<file path="config.mk">
export PLATFORM = sky130hd
export DESIGN_NAME = ysyx_220053_mem_arb
export DESIGN_NICKNAME = d
export VERILOG_FILES = /design/src/rtl/ysyx_220053_mem_arb.sv
export SDC_FILE = /design/constraint.sdc
export NUM_CORES = 1
export LEC_CHECK = 0
export ABC_AREA = 1
export ABC_CLOCK_PERIOD_IN_PS = 1800
export BUFFER_PORTS_ARGS = -buffer_cell sky130_fd_sc_hd__buf_2
export CAP_MARGIN = 20
export CORE_AREA = 3 3 211 213
export DETAILED_ROUTE_END_ITERATION = 10
export DIE_AREA = 0 0 214 216
export SLEW_MARGIN = 20
export SYNTH_ARGS = -nofsm -noshare
export SYNTH_HDL_FRONTEND = slang
export SYNTH_SLANG_ARGS = --single-unit
</file>
<file path="constraint.sdc">
create_clock -name clk -period 1.8 [get_ports clk]
set_clock_uncertainty 0.15 [all_clocks]
set_input_delay 0.18 -clock clk [delete_from_list [all_inputs] [get_ports clk]]
set_output_delay 0.18 -clock clk [all_outputs]
set_load 0.05 [all_outputs]
</file>
<file path="src/rtl/ysyx_220053_mem_arb.sv">
// ysyx_220053_mem_arb: shares one downstream memory port between the
// instruction fetch unit (read-only) and the load/store unit. It runs one
// transaction at a time: grant, issue, wait for the response, then return
// the response to the requester that owns the transaction.
// Optional feature: define ARB_RR_EN for round-robin arbitration. When it
// is undefined, LSU has fixed priority over IFU.
module ysyx_220053_mem_arb #(
  parameter int AW = 64,
  parameter int DW = 64
) (
  input  logic            clk,
  input  logic            rst,
  input  logic            ifu_req_valid,
  output logic            ifu_req_ready,
  input  logic [AW-1:0]   ifu_req_addr,
  output logic            ifu_resp_valid,
  output logic [DW-1:0]   ifu_resp_data,
  input  logic            lsu_req_valid,
  output logic            lsu_req_ready,
  input  logic [AW-1:0]   lsu_req_addr,
  input  logic            lsu_req_wen,
  input  logic [DW-1:0]   lsu_req_wdata,
  input  logic [DW/8-1:0] lsu_req_wmask,
  output logic            lsu_resp_valid,
  output logic [DW-1:0]   lsu_resp_data,
  output logic            mem_req_valid,
  input  logic            mem_req_ready,
  output logic [AW-1:0]   mem_req_addr,
  output logic            mem_req_wen,
  output logic [DW-1:0]   mem_req_wdata,
  output logic [DW/8-1:0] mem_req_wmask,
  input  logic            mem_resp_valid,
  input  logic [DW-1:0]   mem_resp_data,
  output logic            owner
);

  localparam int MW = DW / 8;

  typedef enum logic [1:0] {
    S_IDLE  = 2'd0,
    S_ISSUE = 2'd1,
    S_WAIT  = 2'd2,
    S_RESP  = 2'd3
  } state_e;

  state_e          state_q, state_d;
  logic            owner_q, owner_d;
  logic [AW-1:0]   addr_q, addr_d;
  logic            wen_q, wen_d;
  logic [DW-1:0]   wdata_q, wdata_d;
  logic [MW-1:0]   wmask_q, wmask_d;
  logic [DW-1:0]   rdata_q, rdata_d;

  logic            prio_lsu;
  logic            grant_lsu;
  logic            grant_ifu;
  logic            accept;

`ifdef ARB_RR_EN
  logic            last_q, last_d;

  // Under contention the requester that did not win last time goes first.
  assign prio_lsu = ~last_q;
`else
  assign prio_lsu = 1'b1;
`endif

  assign grant_lsu = lsu_req_valid & (~ifu_req_valid | prio_lsu);
  assign grant_ifu = ifu_req_valid & ~grant_lsu;
  assign accept    = (state_q == S_IDLE) & (grant_lsu | grant_ifu);

  // Ready is held low while reset is asserted so nothing looks accepted
  // on a cycle whose state update is discarded.
  assign ifu_req_ready  = accept & grant_ifu & ~rst;
  assign lsu_req_ready  = accept & grant_lsu & ~rst;

  assign mem_req_valid  = (state_q == S_ISSUE);
  assign mem_req_addr   = addr_q;
  assign mem_req_wen    = wen_q;
  assign mem_req_wdata  = wdata_q;
  assign mem_req_wmask  = wmask_q;

  assign ifu_resp_valid = (state_q == S_RESP) & ~owner_q;
  assign lsu_resp_valid = (state_q == S_RESP) &  owner_q;
  assign ifu_resp_data  = rdata_q;
  assign lsu_resp_data  = rdata_q;
  assign owner          = owner_q;

  // Next-state logic: latch the granted request, track the handshake, and
  // capture read data only while waiting for the response.
  always_comb begin
    state_d = state_q;
    owner_d = owner_q;
    addr_d  = addr_q;
    wen_d   = wen_q;
    wdata_d = wdata_q;
    wmask_d = wmask_q;
    rdata_d = rdata_q;
    case (state_q)
      S_IDLE: begin
        if (accept) begin
          state_d = S_ISSUE;
          owner_d = grant_lsu;
          if (grant_lsu) begin
            addr_d  = lsu_req_addr;
            wen_d   = lsu_req_wen;
            wdata_d = lsu_req_wdata;
            // A load carries no byte enables downstream.
            wmask_d = lsu_req_wen ? lsu_req_wmask : '0;
          end else begin
            addr_d  = ifu_req_addr;
            wen_d   = 1'b0;
            wdata_d = '0;
            wmask_d = '0;
          end
        end
      end
      S_ISSUE: begin
        if (mem_req_ready) state_d = S_WAIT;
      end
      S_WAIT: begin
        if (mem_resp_valid) begin
          state_d = S_RESP;
          rdata_d = mem_resp_data;
        end
      end
      S_RESP: begin
        state_d = S_IDLE;
      end
      default: begin
        state_d = S_IDLE;
      end
    endcase
  end

`ifdef ARB_RR_EN
  // Remember who won the most recent accept.
  always_comb begin
    last_d = last_q;
    if (accept) last_d = grant_lsu;
  end

  // Last-grant register; reset value points at IFU so LSU wins first.
  always_ff @(posedge clk) begin
    if (rst) last_q <= 1'b0;
    else     last_q <= last_d;
  end
`endif

  // State and latched request/response registers; reset clears every
  // field so all outputs read zero and any in-flight request is dropped.
  always_ff @(posedge clk) begin
    if (rst) begin
      state_q <= S_IDLE;
      owner_q <= 1'b0;
      addr_q  <= '0;
      wen_q   <= 1'b0;
      wdata_q <= '0;
      wmask_q <= '0;
      rdata_q <= '0;
    end else begin
      state_q <= state_d;
      owner_q <= owner_d;
      addr_q  <= addr_d;
      wen_q   <= wen_d;
      wdata_q <= wdata_d;
      wmask_q <= wmask_d;
      rdata_q <= rdata_d;
    end
  end

endmodule

</file>
=== Yosys cells after proc, flatten, opt, wreduce, memory -nomap -nowiden ===
Cells that the tools add are included.

* Equality and inequality tests: 6
* Multiplexer cells: 9
* Bitwise operators: 12
* Reductions and logical operators: 4

{| class="wikitable"
|+ Operators with widths
! cell !! count
|-
| $mux W64 || 2
|-
| $mux W8 || 2
|-
| $and A1 B1 Y1 || 8
|-
| $pmux W2 S4 || 1
|-
| $mux W2 || 3
|-
| $eq A2 B2 Y1 const B || 2
|-
| $ne A2 B2 Y1 const B || 2
|-
| $reduce_and A2 Y1 || 2
|-
| $not A1 Y1 || 3
|-
| $reduce_and A3 Y1 || 1
|-
| $eq A2 B1 Y1 const B || 1
|-
| $logic_not A2 Y1 || 1
|-
| $ne A2 B1 Y1 const B || 1
|-
| $mux W1 || 1
|-
| $or A1 B1 Y1 || 1
|}

* Output and inout port bits: 271
* Bits in registers: 204
* Logic and storage cells: 38
* Bits of input ports: 271

=== Logic depth before layout (Yosys ltp) ===
Gate-level depths: netlist of run 1.

* Depth in word-level cells: 6
* Mapped depth: 9

=== Worst setup path before layout of run 1 ===
OpenSTA, ideal clock, no wires.

* Path kind: flip-flop to output port
* Start point: register state_q[0]
* End point: output port ifu_req_ready
* Data required time: 1470 ps
* Path buffers: 0
* Slack: -251 ps
* Cell stages (with the launch flop): 5
* Data arrival time: 1721 ps
* Cell sequence: dfxtp_1 inv_1 ha_1 nand2_1 nor3_1

* Cells in the longest elaborated chain, start to end: 4

{| class="wikitable"
|+ Ends and longest elaborated chain
! element !! RTL line !! text
|-
| from (decl) || 46 || <nowiki>state_e state_q, state_d;</nowiki>
|-
| from (signal assigned) || 162 || <nowiki>state_q <= state_d;</nowiki>
|-
| $logic_not A2 Y1 || 70 || <nowiki>assign accept = (state_q == S_IDLE) & (grant_lsu | grant_ifu);</nowiki>
|-
| $and A1 B1 Y1 || 70 ||
|-
| $and A1 B1 Y1 (2 in series) || 74 || <nowiki>assign ifu_req_ready = accept & grant_ifu & ~rst;</nowiki>
|-
| to (decl) || 14 || <nowiki>output logic ifu_req_ready,</nowiki>
|}

No other way between the ends.

=== Worst setup path after layout of run 1 ===
* Start point: register state_q[0]
* End point: output port lsu_req_ready

* Cells in the longest elaborated chain, start to end: 4

{| class="wikitable"
|+ Ends and longest elaborated chain
! element !! RTL line !! text
|-
| $logic_not A2 Y1 || 70 ||
|-
| $and A1 B1 Y1 || 70 ||
|-
| $and A1 B1 Y1 (2 in series) || 75 || <nowiki>assign lsu_req_ready = accept & grant_lsu & ~rst;</nowiki>
|-
| to (decl) || 19 || <nowiki>output logic lsu_req_ready,</nowiki>
|}

No other way between the ends.

==> impl_metrics.py, run 1 <==
metrics = {
    "route": {
        "ant_nets": 0,
        "drt_iter0_drc": 612,
        "drcViolationCount": 0,
        "first_pass_iters": 5,
        "avgRoutedWirePerCell_um": 15.4,
        "wl_um": 38700,
        "via_per_inst": 4.19,
        "vias": 10600,
    },
    "sta": {
        "report.final.hold_viol_count": 0,
        "slew_violations": 0,
        "layout_setup_ws_ns": -0.0761,
        "setup-tns-final_ns": -0.162,
        "period_needed_ns": 1.88,
        "fmax_mhz": 533,
        "relSlewSlack_pct": 68.9,
        "rsz0062_at_grt": "true",
        "worst_pin_slew_ns": 0.467,
        "finalCritPeriodShare_pct": 104,
        "finalSetupViolCount": 3,
    },
    "die": {
        "boundaryPins": 542,
        "num_rows": 76,
        "fp.coreArea_um2": 42900,
        "die_width_um": 214,
        "die_h_um": 216,
        "initial_utilization_pct": 19.8,
        "dieArea_um2": 46200,
    },
    "power_and_ir_drop": {
        "leakage_nw": 7.51,
        "power_density_nw_per_um2": 1500,
        "peakVddDrop_uv": 826,
    },
    "grt": {
        "grtUsageTotal_pct": 15.6,
        "antenna_found_initial": 7,
        "grt_pass1_vias": 10700,
        "grt_first_pass_wirelength_um": 58500,
        "overflow": 0,
        "grt_max_degree": 90,
    },
    "yosys": {
        "synth-main-ff-cell": "dfxtp_1",
        "seq_area_frac_synth_pct": 48.2,
        "yosys.area.top_type": "dfxtp_1",
        "ys.warnings.count": 0,
        "synth_fp_nets": 1459,
        "yosys_register_bits": 204,
        "synth_async_sr_flop_share_pct": 0,
        "yosys-top-cells-count": "nor2_1 (265), nand2_1 (219), dfxtp_1 (204), o21ai_0 (180), inv_1 (75)",
        "synth_edf_count": 0,
        "synth.avg_cell_area_um2": 7.16,
        "synth_area_leaders": "dfxtp_1 (48%), nor2_1 (12%), o21ai_0 (11%), nand2_1 (9.7%), buf_4 (6.6%)",
        "synth_top_cell_area_share_pct": 48.2,
        "syn_inst": 1184,
        "synth_cell_types": 18,
        "synth_most_common_cell": "nor2_1",
        "synth_area_um2": 8470,
    },
    "job": {
        "drv_cap": 0,
    },
    "setup_path": {
        "required_ns": 1.47,
        "crit_arrival_ns": 1.55,
        "crit_path_end_kind": "primary output",
        "critical_path_class": "flip-flop to primary output",
        "cp-start-kind": "flip-flop",
        "critPathMaxFanout": 3,
    },
    "clock_tree": {
        "cts_tree": "built",
        "ctsHoldBuffers": 272,
        "clk_pin_slew_worst_paths_ns": 0.06,
        "cts_sinks": 204,
        "numCtsBuffers": 25,
        "cts-root-buf": "clkbuf_16",
        "insertion_delay_ns": 0.53,
        "clockBufferDepth": 3,
        "htree_levels": 1,
    },
    "outcome": {
        "status": "complete, but fails checks",
        "violations": "setup timing",
    },
    "final_layout": {
        "drive_above_1_share_pct": 32.9,
        "area_growth_pct": 78.9,
        "final_nets": 2184,
        "fin_util_pct": 35.3,
    },
    "placement": {
        "place.port_buffers": 541,
        "gp_congestion": 0.936,
        "place_hpwl_um": 25800,
        "post-place-ws_ns": 0.0948,
    },
    "hold_path": {
        "hold_class": "input port to flip-flop",
    },
}
-- power by group --
group | switching, mW | total [mW] | internal (mW) | leakage, nW
Clock | 1.96 | 5.05 | 3.09 | 0.414
Sequential | 0.655 | 6.28 | 5.62 | 1.67
Combinational | 8.36 | 11.5 | 3.11 | 5.42
-- layer usage --
metal | track usage (%) | vias up | wire [µm] | part of all wire, %
met2 | 29.4 | 525 | 19600 | 51
met1 | 16.5 | 4831 | 14400 | 37
met4 | 6.03 | 0 | 1660 | 4.3
met3 | 4.49 | 96 | 3050 | 7.9
li1 | - | 5099 | - | -
met5 | 0 | - | 0 | 0
-- final cells by class --
type	count	area (µm²)
diodes	5	12.5
clock buffers	36	727
clock inverters	10	106
fillers	4356	27700
inverters	78	303
multi-input cells	760	3350
flip-flops and latches	204	4090
well taps	585	732
repair buffers	840	5840
-- per-stage QoR --
step                      hold WS (ns)  cells  area, µm²  power [mW]
after global placement           0.282   2188      11300        16.6
final                          0.00755   2518      15200        22.8
after floorplan                  0.177   1184       8480        14.2
after global routing          -0.00700   2518      15200        24.1
after detailed placement         0.289   2188      11300        16.7
after CTS                       0.0357   2508      15000        22.5
-- final timing paths --
path                         start          endpoint  slack [ns]  cells past startpoint
hold reg to reg   mem_req_wmask[5]  mem_req_wmask[5]        0.31                      2
hold / removal       lsu_req_valid             owner       0.008                      4
setup reg to reg        state_q[0]       mem_req_wen        0.07                      9
setup / recovery        state_q[0]     lsu_req_ready       -0.08                      6
-- layout by cell type (no fill, tap or decap) --
| cell type | instances |
|---|---|
| clkbuf_8 | 6 |
| buf_16 | 1 |
| bufinv_16 | 2 |
| inv_6 | 2 |
| buf_8 | 3 |
| a21oi_1 | 73 |
| inv_4 | 2 |
| clkinvlp_4 | 1 |
| clkbuf_1 | 5 |
| ha_4 | 4 |
| nor2_1 | 263 |
| o21ai_1 | 13 |
| nor3_4 | 1 |
| dfxtp_1 | 202 |
| dfxtp_2 | 2 |
| buf_4 | 15 |
| nand2_2 | 1 |
| clkinv_2 | 6 |
| buf_6 | 5 |
| dlygate4sd3_1 | 271 |
| nor2_4 | 3 |
| o21ai_0 | 179 |
| clkbuf_16 | 26 |
| nand2_4 | 2 |
| diode_2 | 5 |
| nor2_2 | 2 |
| inv_2 | 4 |
| buf_12 | 9 |
| nand2_8 | 1 |
| nand2_1 | 216 |
| buf_2 | 535 |
| inv_1 | 71 |
| a21oi_2 | 1 |
| nand4_1 | 1 |
-- registers in the layout (all words and copies together) (netlist names) --
| register | cells |
|---|---|
| owner | 1 |
| mem_req_wdata | 64 |
| ifu_resp_data | 64 |
| state_q | 2 |
| mem_req_wmask | 8 |
| mem_req_wen | 1 |
| mem_req_addr | 64 |
-- logic make-up (layout without fill, tap and decap cells) --
family                     Yosys count  in the layout  synth area share, %
other                                0              5                    0
and+or+nand+nor                    490            490                 22.0
AOI/OAI and AO/OA                  266            266                 15.7
buffers and inverters              220            964                 13.5
DFF                                204            204                 48.2
adders and majority gates            4              4                0.591
-- what timing repair did --
| item | in CTS | in global routing |
|---|---|---|
| pin swaps | 3 | 5 |
| setup buffers | 2 | 6 |
| gates resized for setup | 30 | 17 |
| endpoints found under the hold margin | 204 | 1 |
| cloned | 0 | 1 |
| endpoints found under the setup margin | 5 | 82 |
-- worst max-delay path, cell delays in order, from the launching register on --
cell	delay, ns
dfxtp_2	0.32
inv_2	0.08
ha_4	0.14
buf_6	0.12
nand2_8	0.06
nor2_4	0.13
buf_8	0.16
Power figures use the tool's default switching activity.
==> run 2, diff against run 1 <==
--- a/config.mk
+++ b/config.mk
@@ -6,12 +6,12 @@
 export NUM_CORES = 1
 export LEC_CHECK = 0
 export ABC_AREA = 1
-export ABC_CLOCK_PERIOD_IN_PS = 1800
 export BUFFER_PORTS_ARGS = -buffer_cell sky130_fd_sc_hd__buf_2
 export CAP_MARGIN = 20
 export CORE_AREA = 3 3 211 213
 export DETAILED_ROUTE_END_ITERATION = 10
 export DIE_AREA = 0 0 214 216
+export REMOVE_ABC_BUFFERS = 1
 export SLEW_MARGIN = 20
 export SYNTH_ARGS = -nofsm -noshare
 export SYNTH_HDL_FRONTEND = slang
==> run 2 against run 1 <==
Effect of this change: core utilization rose by 1.5 points; global-route usage rose by 0.90 points; combinational power rose by 17%; critical path depth is 1 lower; total power is 6.8% higher; clock power decreased by 8.7%; the run still ends with setup timing left; sequential power grew 1%; die area did not move.
==> impl_metrics.py, run 2 (same netlist as run 1, synthesis figures left out) <==
metrics = {
    "setup_path": {
        "path_cells": "inv_2 > ha_4 > nand2_2 > nor2_4 > buf_8",
        "critPathTopFamily": "flip-flops",
        "max_stage_delay_ns": 0.32,
        "crit_path_end_kind": "primary output",
        "cp-start-kind": "flip-flop",
        "crit_slowest_cell": "dfxtp_2",
        "required_ns": 1.47,
        "critPathMaxFanout": 4,
        "critical_path_class": "flip-flop to primary output",
        "critPathBufInv": 2,
        "crit_arrival_ns": 1.49,
    },
    "clock_tree": {
        "numCtsBuffers": 24,
        "clockBufferDepth": 3,
        "cts-root-buf": "clkbuf_16",
        "cts_sinks": 204,
        "htree_levels": 1,
        "insertion_delay_ns": 0.52,
        "clk_pin_slew_worst_paths_ns": 0.06,
        "cts_tree": "built",
    },
    "power_and_ir_drop": {
        "switching_power_mw": 11.9,
        "p_int_mw": 12.5,
        "combPwrFrac_pct": 55.0,
        "power_density_nw_per_um2": 1540,
        "p_sw_share_pct": 48.9,
        "power.share.clock_pct": 18.9,
        "peakVddDrop_uv": 852,
        "leakage_nw": 7.73,
        "sequentialPowerShare_pct": 26.0,
    },
    "final_layout": {
        "final_nets": 2199,
        "layoutNonFillerInstCount": 2537,
        "final_cell_mix": "buf_2 (535), dlygate4sd3_1 (261), nor2_1 (213)",
        "area_growth_pct": 86.6,
        "fin_util_pct": 36.9,
        "final_common_cell": "buf_2",
        "drive_above_1_share_pct": 38.2,
    },
    "placement": {
        "place.port_buffers": 541,
        "gp_congestion": 0.944,
        "place_hpwl_um": 27900,
        "dp.cells": 2199,
        "post-place-ws_ns": 0.0336,
    },
    "route": {
        "via_per_inst": 4.28,
        "drcViolationCount": 0,
        "ant_nets": 0,
        "first_pass_iters": 5,
        "vias": 10900,
        "wl_um": 43500,
        "avgRoutedWirePerCell_um": 17.1,
        "drt_iter0_drc": 595,
    },
    "die": {
        "die_h_um": 216,
        "fp.coreArea_um2": 42900,
        "num_rows": 76,
        "initial_utilization_pct": 19.8,
        "dieArea_um2": 46200,
        "die_width_um": 214,
        "boundaryPins": 542,
    },
    "sta": {
        "finalSetupViolCount": 3,
        "setup-tns-final_ns": -0.0336,
        "relSlewSlack_pct": 53.8,
        "whs_ns": 0.0290,
        "worst_pin_slew_ns": 0.686,
        "report.final.hold_viol_count": 0,
        "rsz0062_at_grt": "true",
        "fmax_mhz": 550,
        "finalCritPeriodShare_pct": 101,
        "period_needed_ns": 1.82,
        "slew_violations": 0,
        "layout_setup_ws_ns": -0.0187,
    },
    "grt": {
        "grt_pass1_vias": 10600,
        "grtUsageTotal_pct": 16.5,
        "grt_max_degree": 69,
        "grt_first_pass_wirelength_um": 60900,
        "grt_use_met2_pct": 30.3,
        "antenna_found_initial": 14,
        "busiest_layer": "met2",
        "grt_use_met3_pct": 4.07,
        "overflow": 0,
        "grt.met1_usage_pct": 17.2,
    },
    "outcome": {
        "status": "complete, but fails checks",
        "violations": "setup timing",
    },
    "hold_path": {
        "hold_class": "input port to flip-flop",
    },
    "job": {
        "drv_cap": 0,
    },
}
run 2: changes by cell type in the layout (fill, tap and decap cells not counted), sizes merged:
cell,before,now
inv,79,77
buf,568,587
dlygate4sd3,271,261
diode,5,11
clkbuf,37,40
clkinv,6,10
bufinv,2,0
clkinvlp,1,2
run 2: final timing paths:
path / to / slack (ns) / from / cells after the start
worst max-delay path: lsu_req_ready / -0.02 / state_q[0] / 5
worst min-delay path: mem_req_addr[28] / 0.03 / ifu_req_addr[28] / 5
worst max register to register: mem_req_addr[28] / -0.01 / state_q[0] / 10
worst min register to register: mem_req_wmask[4] / 0.31 / mem_req_wmask[4] / 2
run 2: worst min-delay path, cell delays in order:
cell	delay (ns)
buf_2	0.09
inv_1	0.04
o21ai_0	0.18
nor2_4	0.13
nor2_2	0.03
run 2: area by class of cell:
type	instances	area, µm²
multi-input combinational	760	3730
timing repair buffer	856	6180
fill	4243	27100
clock buffer	32	682
clock inverter	11	60.1
sequential	204	4090
antenna	11	27.5
tap	585	732
inverter	78	305
run 2: what timing repair did:
| item | CTS | global route |
|---|---|---|
| hold buffers | 261 | 0 |
| gates resized for setup | 30 | 146 |
| endpoints found under the setup margin | 4 | 142 |
| setup buffers | 5 | 10 |
| gates cloned | 1 | 10 |
| hold endpoints to repair | 203 | 0 |
| pin swaps | 4 | 7 |
run 2: power by group through the flow:
stage,Clock [mW],Sequential (mW),Combinational [mW]
2_1_floorplan,0,10.9,2.56
3_3_place_gp,0,6.32,10.6
3_5_place_dp,0,6.35,10.7
4_1_cts,4.75,6.29,11.6
5_1_grt,4.92,6.46,14.1
6_report,4.61,6.34,13.4
run 2: routing by layer:
metal  vias up  part of all wire (%)  wire [µm]
met3       142                   7.6       3290
li1       5136                     -          -
met2       662                    50      21900
met1      4917                    35      15300
met4         0                   6.8       2950
met5         -                     0          0
run 2: stage by stage:
step / area [µm²] / power, mW
CTS: 15000 / 22.6
finish: 15800 / 24.4
floorplan: 7620 / 13.4
global placement: 11500 / 16.9
detailed placement: 11500 / 17.0
global route: 15800 / 25.5
==> run 3, diff against run 2 <==
--- a/config.mk
+++ b/config.mk
@@ -12,7 +12,9 @@
 export DETAILED_ROUTE_END_ITERATION = 10
 export DIE_AREA = 0 0 214 216
 export REMOVE_ABC_BUFFERS = 1
+export SKIP_LAST_GASP = 1
 export SLEW_MARGIN = 20
 export SYNTH_ARGS = -nofsm -noshare
 export SYNTH_HDL_FRONTEND = slang
 export SYNTH_SLANG_ARGS = --single-unit
+export TNS_END_PERCENT = 30
==> constraint.sdc (replaced) <==
create_clock -name clk -period 1.8 [get_ports clk]
set_clock_uncertainty 0.15 [all_clocks]
set_input_delay 0.54 -clock clk [delete_from_list [all_inputs] [get_ports clk]]
set_output_delay 0.54 -clock clk [all_outputs]
set_load 0.05 [all_outputs]
==> run 3 against run 2 <==
Effect of this change: the run still ends with setup timing left; combinational power decreased by 13%; critical path depth unchanged; flip-flop and latch count unchanged; global-route usage decreased by 1.9 points; routed wire length decreased by 16%; core utilization decreased by 5.3 points; largest cell class unchanged; total power decreased by 4.4%; clock power increased by 10%; design area decreased by 14%; setup slack got worse by 0.33 ns; count of clock-buffer cells in the layout unchanged.
==> impl_metrics.py, run 3 (same netlist as run 1, synthesis figures left out) <==
metrics = {
    "placement": {
        "gp_congestion": 0.943,
        "placed_area_um2": 11500,
        "place_hpwl_um": 28700,
        "post-place-ws_ns": -0.139,
        "place.port_buffers": 541,
    },
    "route": {
        "wl_um": 36700,
        "drt_iter0_drc": 501,
        "first_pass_iters": 5,
        "vias": 9334,
        "ant_nets": 0,
        "via_per_inst": 4.13,
        "drcViolationCount": 0,
        "avgRoutedWirePerCell_um": 16.3,
    },
    "setup_path": {
        "r2r_cells": 10,
        "cp-start-kind": "flip-flop",
        "critical_path_class": "flip-flop to primary output",
        "required_ns": 1.11,
        "crit_arrival_ns": 1.45,
        "crit_path_end_kind": "primary output",
        "critPathMaxFanout": 3,
    },
    "die": {
        "fp.coreArea_um2": 42900,
        "die_width_um": 214,
        "boundaryPins": 542,
        "die_h_um": 216,
        "initial_utilization_pct": 19.8,
        "num_rows": 76,
        "dieArea_um2": 46200,
    },
    "sta": {
        "report.final.hold_viol_count": 0,
        "relSlewSlack_pct": 73.2,
        "setup-tns-final_ns": -1.96,
        "period_needed_ns": 2.14,
        "worst_pin_slew_ns": 0.398,
        "layout_setup_ws_ns": -0.345,
        "fmax_mhz": 466,
        "slew_violations": 0,
        "finalCritPeriodShare_pct": 119,
        "rsz0062_at_grt": "true",
        "finalSetupViolCount": 49,
    },
    "clock_tree": {
        "numCtsBuffers": 23,
        "cts_tree": "built",
        "insertion_delay_ns": 0.51,
        "cts_sinks": 204,
        "htree_levels": 1,
        "clk_pin_slew_worst_paths_ns": 0.06,
        "cts-root-buf": "clkbuf_16",
        "clockBufferDepth": 3,
        "ctsHoldBuffers": 0,
    },
    "hold_path": {
        "hold_class": "input port to flip-flop",
        "hold_depth": 3,
    },
    "final_layout": {
        "drive_above_1_share_pct": 42.2,
        "fin_area_um2": 13500,
        "final_common_cell": "buf_2",
        "final_nets": 1925,
        "final_cell_mix": "buf_2 (388), nor2_1 (263), nand2_1 (218)",
        "area_growth_pct": 59.5,
    },
    "outcome": {
        "status": "complete, but fails checks",
        "violations": "setup timing",
    },
    "grt": {
        "grt_max_degree": 69,
        "grt_pass1_vias": 8934,
        "antenna_found_initial": 18,
        "grt_first_pass_wirelength_um": 52900,
        "overflow": 0,
        "grtUsageTotal_pct": 14.6,
    },
    "power_and_ir_drop": {
        "leakage_nw": 6.56,
        "p_total_mw": 23.3,
        "power_density_nw_per_um2": 1720,
        "peakVddDrop_uv": 873,
    },
    "job": {
        "drv_cap": 0,
    },
}
## run 3: cell count changes in the layout (fill, tap and decap cells not counted), moves of 31 or more
cell / before / now
buf_2: 535 / 388
buf_6: 12 / 145
dfxtp_1: 202 / 136
dfxtp_2: 2 / 65
dlygate4sd3_1: 261 / 0
nor2_1: 213 / 263
nor2_4: 33 / 2
## run 3: cell type report
type	instances	area, µm²
clock buffer	32	639
multi-input combinational	760	3300
tap	585	732
sequential	204	4180
fill	4561	29400
timing repair buffer	583	4180
clock inverter	9	173
inverter	78	298
antenna	7	17.5
## run 3: layer usage
metal	routed length (µm)	GRT usage, %	vias up	share of wire (%)
met5	48	0	-	0.13
met4	1560	6.83	8	4.2
met3	2850	3.84	76	7.7
met2	18800	27.1	452	51
met1	13400	15.5	4219	37
li1	-	-	4579	-
## run 3: what timing repair did
action                                  4_1_cts  5_1_grt
pin swaps                                     1        1
endpoints found under the setup margin      272      308
gates resized for setup                     220      244
gates cloned                                  0        1
setup buffers                                 1        1
endpoints found under the hold margin         0        0
## run 3: worst paths after layout
kind                     startpoint                end  slack [ns]
setup / recovery         state_q[1]      ifu_req_ready       -0.34
hold / removal    lsu_req_wdata[13]  mem_req_wdata[13]        0.12
setup reg to reg         state_q[0]  mem_req_wdata[30]        0.03
hold reg to reg   mem_req_wdata[53]  mem_req_wdata[53]        0.31
## run 3: through the flow
stage | std cells | hold WS [ns] | utilization, %
finish | 2258 | 0.125 | 31.5
global route | 2258 | 0.101 | 31.5
CTS | 2249 | 0.0799 | 30.2
detailed placement | 2207 | 0.302 | 26.9
global placement | 2207 | 0.295 | 26.9
floorplan | 1042 | 0.344 | -
## run 3: report_power, final
part | switching (mW) | internal (mW) | leakage (nW) | total, mW
logic | 8.17 | 3.52 | 4.46 | 11.7
clock network | 1.89 | 3.19 | 0.395 | 5.08
registers | 0.802 | 5.69 | 1.70 | 6.50
## run 3: critical path, stage by stage, from the launching register on
cell,delay [ns]
dfxtp_2,0.32
inv_2,0.07
ha_4,0.15
nand2_1,0.06
nor3_2,0.15
buf_6,0.19
